==> src/rtl/microwave_timer_pwr.sv <==
// Microwave controller core: keypad BCD time entry, MM..:SS countdown, pause/resume,
// door interlock, power-level duty cycling of the magnetron and a timed DONE phase.
module microwave_timer_pwr #(
    parameter int MIN_DIGITS = 2,
    parameter int TICK_DIV   = 100,
    parameter int PWR_LEVELS = 10,
    parameter int DONE_SECS  = 3
) (
    input  logic                    clk,
    input  logic                    rst,
    input  logic [9:0]              kbd,
    input  logic                    startn,
    input  logic                    stopn,
    input  logic                    clearn,
    input  logic                    pwr_key,
    input  logic                    door_closed,
    output logic [6:0]              sec_ones_seg,
    output logic [6:0]              sec_tens_seg,
    output logic [7*MIN_DIGITS-1:0] min_segs,
    output logic [6:0]              pwr_seg,
    output logic                    mag_on,
    output logic                    done,
    output logic [1:0]              state
);

    localparam int NDIG = MIN_DIGITS + 2;
    localparam int PW   = (TICK_DIV > 2) ? $clog2(TICK_DIV) : 1;
    localparam int LW   = $clog2(PWR_LEVELS + 1);
    localparam int DW   = $clog2(DONE_SECS + 1);

    localparam logic [PW-1:0] PRESC_MAX = PW'(TICK_DIV - 1);
    localparam logic [LW-1:0] LVL_MAX   = LW'(PWR_LEVELS);
    localparam logic [LW-1:0] SLOT_MAX  = LW'(PWR_LEVELS - 1);
    localparam logic [DW-1:0] DONE_LAST = DW'(DONE_SECS - 1);

    typedef enum logic [1:0] {
        ST_SET   = 2'd0,
        ST_COOK  = 2'd1,
        ST_PAUSE = 2'd2,
        ST_DONE  = 2'd3
    } state_t;

    // Registered inputs and their previous values for edge detection
    logic [9:0] kbd_q, kbd_prev_q;
    logic       start_q, start_prev_q;
    logic       stop_q, stop_prev_q;
    logic       clear_q, clear_prev_q;
    logic       pwr_q, pwr_prev_q;
    logic       door_q;

    state_t          state_q, state_d;
    logic [3:0]      digit_q [NDIG];
    logic [3:0]      digit_d [NDIG];
    logic [3:0]      digit_dec [NDIG];
    logic [PW-1:0]   presc_q, presc_d;
    logic [LW-1:0]   slot_q, slot_d;
    logic [LW-1:0]   level_q, level_d;
    logic [DW-1:0]   done_cnt_q, done_cnt_d;
    logic            mag_on_q, mag_on_d;
    logic            done_q, done_d;

    logic            start_ev, stop_ev, clear_ev, pwr_ev, kbd_ev;
    logic [3:0]      key_val;
    logic            tick;
    logic            time_zero, dec_zero;

    assign start_ev = start_prev_q & ~start_q;
    assign stop_ev  = stop_prev_q & ~stop_q;
    assign clear_ev = clear_prev_q & ~clear_q;
    assign pwr_ev   = pwr_q & ~pwr_prev_q;
    assign kbd_ev   = (kbd_prev_q == 10'd0) && $onehot(kbd_q);
    assign tick     = ((state_q == ST_COOK) || (state_q == ST_DONE)) && (presc_q == PRESC_MAX);

    always_comb begin
        key_val = 4'd0;
        for (int i = 0; i < 10; i++) begin
            if (kbd_q[i]) key_val = 4'(i);
        end
    end

    // One-second decrement; the seconds-tens digit borrows to 5, every other digit to 9
    always_comb begin
        logic borrow;
        borrow    = 1'b1;
        time_zero = 1'b1;
        dec_zero  = 1'b1;
        for (int i = 0; i < NDIG; i++) begin
            digit_dec[i] = digit_q[i];
            if (borrow) begin
                if (digit_q[i] == 4'd0) begin
                    digit_dec[i] = (i == 1) ? 4'd5 : 4'd9;
                end else begin
                    digit_dec[i] = digit_q[i] - 4'd1;
                    borrow       = 1'b0;
                end
            end
            if (digit_q[i] != 4'd0)   time_zero = 1'b0;
            if (digit_dec[i] != 4'd0) dec_zero  = 1'b0;
        end
    end

    always_comb begin
        state_d    = state_q;
        presc_d    = presc_q;
        slot_d     = slot_q;
        level_d    = level_q;
        done_cnt_d = done_cnt_q;
        for (int i = 0; i < NDIG; i++) digit_d[i] = digit_q[i];

        case (state_q)
            ST_SET: begin
                if (clear_ev) begin
                    for (int i = 0; i < NDIG; i++) digit_d[i] = 4'd0;
                end else if (!stop_ev) begin
                    if (start_ev) begin
                        if (door_q && !time_zero) begin
                            state_d = ST_COOK;
                            presc_d = '0;
                            slot_d  = '0;
                        end
                    end else if (pwr_ev) begin
                        level_d = (level_q == LVL_MAX) ? LW'(1) : level_q + LW'(1);
                    end else if (kbd_ev) begin
                        digit_d[0] = key_val;
                        for (int i = 1; i < NDIG; i++) digit_d[i] = digit_q[i-1];
                    end
                end
            end
            ST_COOK: begin
                if (clear_ev) begin
                    state_d = ST_SET;
                    for (int i = 0; i < NDIG; i++) digit_d[i] = 4'd0;
                end else if (!door_q || stop_ev) begin
                    state_d = ST_PAUSE;
                end else if (tick) begin
                    presc_d = '0;
                    slot_d  = (slot_q == SLOT_MAX) ? '0 : slot_q + LW'(1);
                    for (int i = 0; i < NDIG; i++) digit_d[i] = digit_dec[i];
                    if (dec_zero) begin
                        state_d    = ST_DONE;
                        done_cnt_d = '0;
                    end
                end else begin
                    presc_d = presc_q + PW'(1);
                end
            end
            ST_PAUSE: begin
                if (clear_ev || stop_ev) begin
                    state_d = ST_SET;
                    for (int i = 0; i < NDIG; i++) digit_d[i] = 4'd0;
                end else if (start_ev && door_q) begin
                    state_d = ST_COOK;
                end
            end
            ST_DONE: begin
                if (clear_ev || !door_q || stop_ev) begin
                    state_d = ST_SET;
                end else if (tick) begin
                    presc_d = '0;
                    if (done_cnt_q == DONE_LAST) state_d = ST_SET;
                    else done_cnt_d = done_cnt_q + DW'(1);
                end else begin
                    presc_d = presc_q + PW'(1);
                end
            end
            default: state_d = ST_SET;
        endcase

        mag_on_d = (state_d == ST_COOK) && door_q && (slot_d < level_d);
        done_d   = (state_d == ST_DONE);
    end

    always_ff @(posedge clk) begin
        if (rst) begin
            kbd_q        <= '0;
            kbd_prev_q   <= '0;
            start_q      <= 1'b1;
            start_prev_q <= 1'b1;
            stop_q       <= 1'b1;
            stop_prev_q  <= 1'b1;
            clear_q      <= 1'b1;
            clear_prev_q <= 1'b1;
            pwr_q        <= 1'b0;
            pwr_prev_q   <= 1'b0;
            door_q       <= 1'b0;
            state_q      <= ST_SET;
            presc_q      <= '0;
            slot_q       <= '0;
            level_q      <= LVL_MAX;
            done_cnt_q   <= '0;
            mag_on_q     <= 1'b0;
            done_q       <= 1'b0;
            for (int i = 0; i < NDIG; i++) digit_q[i] <= 4'd0;
        end else begin
            kbd_q        <= kbd;
            kbd_prev_q   <= kbd_q;
            start_q      <= startn;
            start_prev_q <= start_q;
            stop_q       <= stopn;
            stop_prev_q  <= stop_q;
            clear_q      <= clearn;
            clear_prev_q <= clear_q;
            pwr_q        <= pwr_key;
            pwr_prev_q   <= pwr_q;
            door_q       <= door_closed;
            state_q      <= state_d;
            presc_q      <= presc_d;
            slot_q       <= slot_d;
            level_q      <= level_d;
            done_cnt_q   <= done_cnt_d;
            mag_on_q     <= mag_on_d;
            done_q       <= done_d;
            for (int i = 0; i < NDIG; i++) digit_q[i] <= digit_d[i];
        end
    end

    function automatic logic [6:0] seg7(input logic [3:0] v);
        case (v)
            4'd0: seg7 = 7'h40;
            4'd1: seg7 = 7'h79;
            4'd2: seg7 = 7'h24;
            4'd3: seg7 = 7'h30;
            4'd4: seg7 = 7'h19;
            4'd5: seg7 = 7'h12;
            4'd6: seg7 = 7'h02;
            4'd7: seg7 = 7'h78;
            4'd8: seg7 = 7'h00;
            4'd9: seg7 = 7'h10;
            default: seg7 = 7'h7F;
        endcase
    endfunction

    // Level 10 fits one digit only as 0; anything larger cannot be shown and blanks
    logic [3:0] pwr_val;
    always_comb begin
        if (int'(level_q) == 10)     pwr_val = 4'd0;
        else if (int'(level_q) > 9)  pwr_val = 4'hF;
        else                         pwr_val = 4'(level_q);
    end

    assign sec_ones_seg = seg7(digit_q[0]);
    assign sec_tens_seg = seg7(digit_q[1]);
    assign pwr_seg      = seg7(pwr_val);
    assign mag_on       = mag_on_q;
    assign done         = done_q;
    assign state        = state_q;

    for (genvar gi = 0; gi < MIN_DIGITS; gi++) begin : g_min_seg
        assign min_segs[7*gi +: 7] = seg7(digit_q[gi+2]);
    end

endmodule

==> config.mk <==
export PLATFORM = sky130hd
export DESIGN_NAME = microwave_timer_pwr
export DESIGN_NICKNAME = d
export VERILOG_FILES = /design/src/rtl/microwave_timer_pwr.sv
export SDC_FILE = /design/constraint.sdc
export NUM_CORES = 1
export LEC_CHECK = 0
export BUFFER_PORTS_ARGS = -buffer_cell sky130_fd_sc_hd__buf_2
export CAP_MARGIN = 20
export CELL_PAD_IN_SITES_DETAIL_PLACEMENT = 1
export CELL_PAD_IN_SITES_GLOBAL_PLACEMENT = 1
export CORE_MARGIN = 1
export CORE_UTILIZATION = 47
export DETAILED_ROUTE_END_ITERATION = 10
export PLACE_DENSITY = 0.93
export SLEW_MARGIN = 20
export SYNTH_ARGS = -nofsm -noshare
export SYNTH_HDL_FRONTEND = slang
export SYNTH_SLANG_ARGS = --single-unit
==> constraint.sdc <==
create_clock -name clk -period 12.3 [get_ports clk]
set_input_delay 3.69 -clock clk [delete_from_list [all_inputs] [get_ports clk]]
set_output_delay 3.69 -clock clk [all_outputs]
set_load 0.02 [all_outputs]
==> flow_summary.yaml <==
synth:
  ys.flop_type: "dfxtp_1"
  postSynth.asyncResetShare: 0
  yosys-top-cells-area: "dfxtp_1 (29%), ha_1 (11%), a21oi_1 (5.7%), nor2_1 (5.5%), nor2b_1 (3.9%)"
  syn_avg_cell_area_sq_um: 7.84
  syn_nets: 634
  synthCells: 573
  synth_seq_area_share: 0.294
  synth.distinct_cells: 64
  synth_edf_count: 0
  netlist_area_sq_um: 4490
  yosysWarnings: 0
  yosys.area.top_type: "dfxtp_1"
  synth_top_area_frac: 0.294
  synth-seq-cells: 66
sta:
  tightest_slew_ps: 1060
  drv_slew: 0
  period_minus_slack_ps: 6520
  setup_viol: 0
  worst_slack_ps: 5780
  skew_ps: 10.7
  tns_ps: 0
  whs_ps: 469
  period_share: 0.530
  slew_headroom: 0.294
  hold_viol: 0
  clock.fmax_ghz: 0.153
  rsz0062_at_grt: "false"
floorplan:
  coreArea_sq_um: 9240
  dieHeight_um: 99.8
  dieArea_sq_um: 9960
  row_count: 35
  fp.dieW_um: 99.8
  io_pins: 56
  initial_core_util: 0.486
cts:
  cts_root_buffer: "clkbuf_8"
  cts_setup_buffers: 0
  clkTransAtPathRegs_ps: 70
  cts.htree.levels: 3
  cts_tree: "built"
  cts_buffers: 9
  clockBufferDepth: 2
  cts_hold_repair.buffers: 0
  cts.sinks: 66
  clk_latency_ps: 350
  ctsResizeCount: 0
layout:
  nets: 672
  drive_above_1_share: 0.150
  diodes: 0
  area_growth_pct: 12.2
  fin_cells: 744
  final_cell_mix: "nor2_1 (66), dfxtp_1 (66), buf_2 (55)"
  utilization: 0.546
setup_path:
  cp_max_fo: 17
  cpPeakStageDelay_ps: 640
  reg2reg_to: "digit_q[0][1]"
  crit_chain: "inv_1 -> o21ai_0 -> inv_1 -> ha_1 -> or2_2 -> a21oi_1 -> nor2_1 -> buf_2"
  start_kind: "register"
  required_ps: 8610
  worstRegToRegCells: 16
  r2r_slack_ps: 7700
  timing.rr.start: "kbd_q[3]"
  slowest_stage: "dfxtp_1"
  worstSetupPathType: "reg -> out"
  critPathArrivalTime_ps: 2830
  crit_top_cell: "inv_1"
  setup.worst_path.end_class: "primary output"
status:
  status: "completed"
route:
  route.detailed.wl_per_inst_um: 16.8
  drc: 0
  dr.pass1.iters: 4
  drt-total-wl_mm: 12.5
  via_per_inst: 5.83
  ant_nets: 0
  vias: 4334
  drt_iter0_markers: 145
job:
  drv_cap: 0
worst_hold_path:
  hold_class: "reg -> reg"
  holdPathStages: 1
  worstHoldStart: "clear_q"
  hold_end: "clear_prev_q"
global_route:
  overflow: 0
  antenna_found_initial: 0
  grt_max_degree: 59
  first_global_vias: 4460
  grtUsageTotal: 0.264
  grt_pass1_wl_mm: 21.3
placed_design:
  dp_hpwl_mm: 8.83
  dp_slack_ps: 6300
  port_buffers: 55
  placed_cells: 729
  gp_congestion: 0.923
power:
  ir_drop_v: 0.0000848
  p_leak_nw: 2.12
  powerDensity_nw_per_um2: 230
==> layer usage <==
metal	vias to the layer above	routed length (um)	global-route usage
met4	0	267	0.107
met5	-	0	0
met3	29	328	0.0313
li1	2088	-	-
met1	2128	5380	0.317
met2	89	6560	0.479
==> stage by stage <==
stage	power (mW)	cell area, sq um
2_1_floorplan	0.770	4490
3_3_place_gp	0.913	4830
3_5_place_dp	0.946	4830
4_1_cts	1.16	5040
5_1_grt	1.25	5040
6_report	1.16	5040
==> power breakdown <==
group          total (mW)  switching, mW  internal, mW
Sequential          0.308         0.0666         0.242
Combinational       0.644          0.411         0.233
Clock               0.207         0.0822         0.124
Total                1.16          0.560         0.600
==> kinds of logic (layout without fill, tap and decap cells) <==
kind of cell,Yosys count,in the layout,share of synthesized area
AO/OA/AOI/OAI,148,148,0.207
XOR/XNOR,9,9,0.0175
adder cells (fa/ha/maj),44,44,0.133
buffers and inverters,64,106,0.0562
flip-flops,66,66,0.294
multiplexers,9,9,0.0206
AND/OR/NAND/NOR,233,233,0.273
==> state kept, by name, summed over array words and instances (netlist names), 2 cells and up <==
register,cells
kbd_prev_q,10
digit_q,16
level_q,4
slot_q,4
state,2
kbd_q,10
done_cnt_q,2
presc_q,7
==> worst max-delay path: cells and delay by family, from the launching register on <==
kind / cells / cell delay (ps)
DFF: 1 / 640
AOI/OAI and AO/OA: 2 / 640
buffers and inverters: 3 / 570
and+or+nand+nor: 2 / 390
adders and majority gates: 1 / 240
==> worst max path at each step <==
stage                           from    endpoint
after floorplan           level_q[0]  pwr_seg[4]
after global placement    level_q[2]  pwr_seg[0]
after detailed placement  level_q[2]  pwr_seg[3]
after CTS                 level_q[2]  pwr_seg[3]
after global routing      level_q[2]  pwr_seg[3]
final                     level_q[2]  pwr_seg[3]
==> final cells by class <==
cell class / instances / area (sq um)
Clock inverter: 2 / 60.1
Timing Repair Buffer: 56 / 283
Multi-Input combinational cell: 443 / 2930
Fill cell: 1160 / 4200
Clock buffer: 13 / 159
Sequential cell: 66 / 1320
Inverter: 35 / 131
Tap cell: 129 / 161
==> Yosys cell counts, types with 3 or more instances <==
cell type and instances:
o211ai_1 6, a21oi_1 51, a311oi_1 3, xor2_1 6, mux2i_1 7, nand2b_1 16
clkbuf_1 24, or4_1 3, nor3_1 11, nand2_1 46, or2_2 12, o21bai_1 4
a31oi_1 9, a22oi_1 4, nor3b_1 3, o21ai_0 31, fa_1 6, nand4_1 7
xnor2_1 3, ha_1 38, nor4_1 6, dfxtp_1 66, o31ai_1 4, nor2_1 66
buf_2 4, inv_1 35, a21o_1 3, and3_1 6, nor2b_1 28, a211oi_1 13
or3_1 3, or3b_1 3, nand3_1 9
No activity file was read; power rests on OpenSTA's default activity.
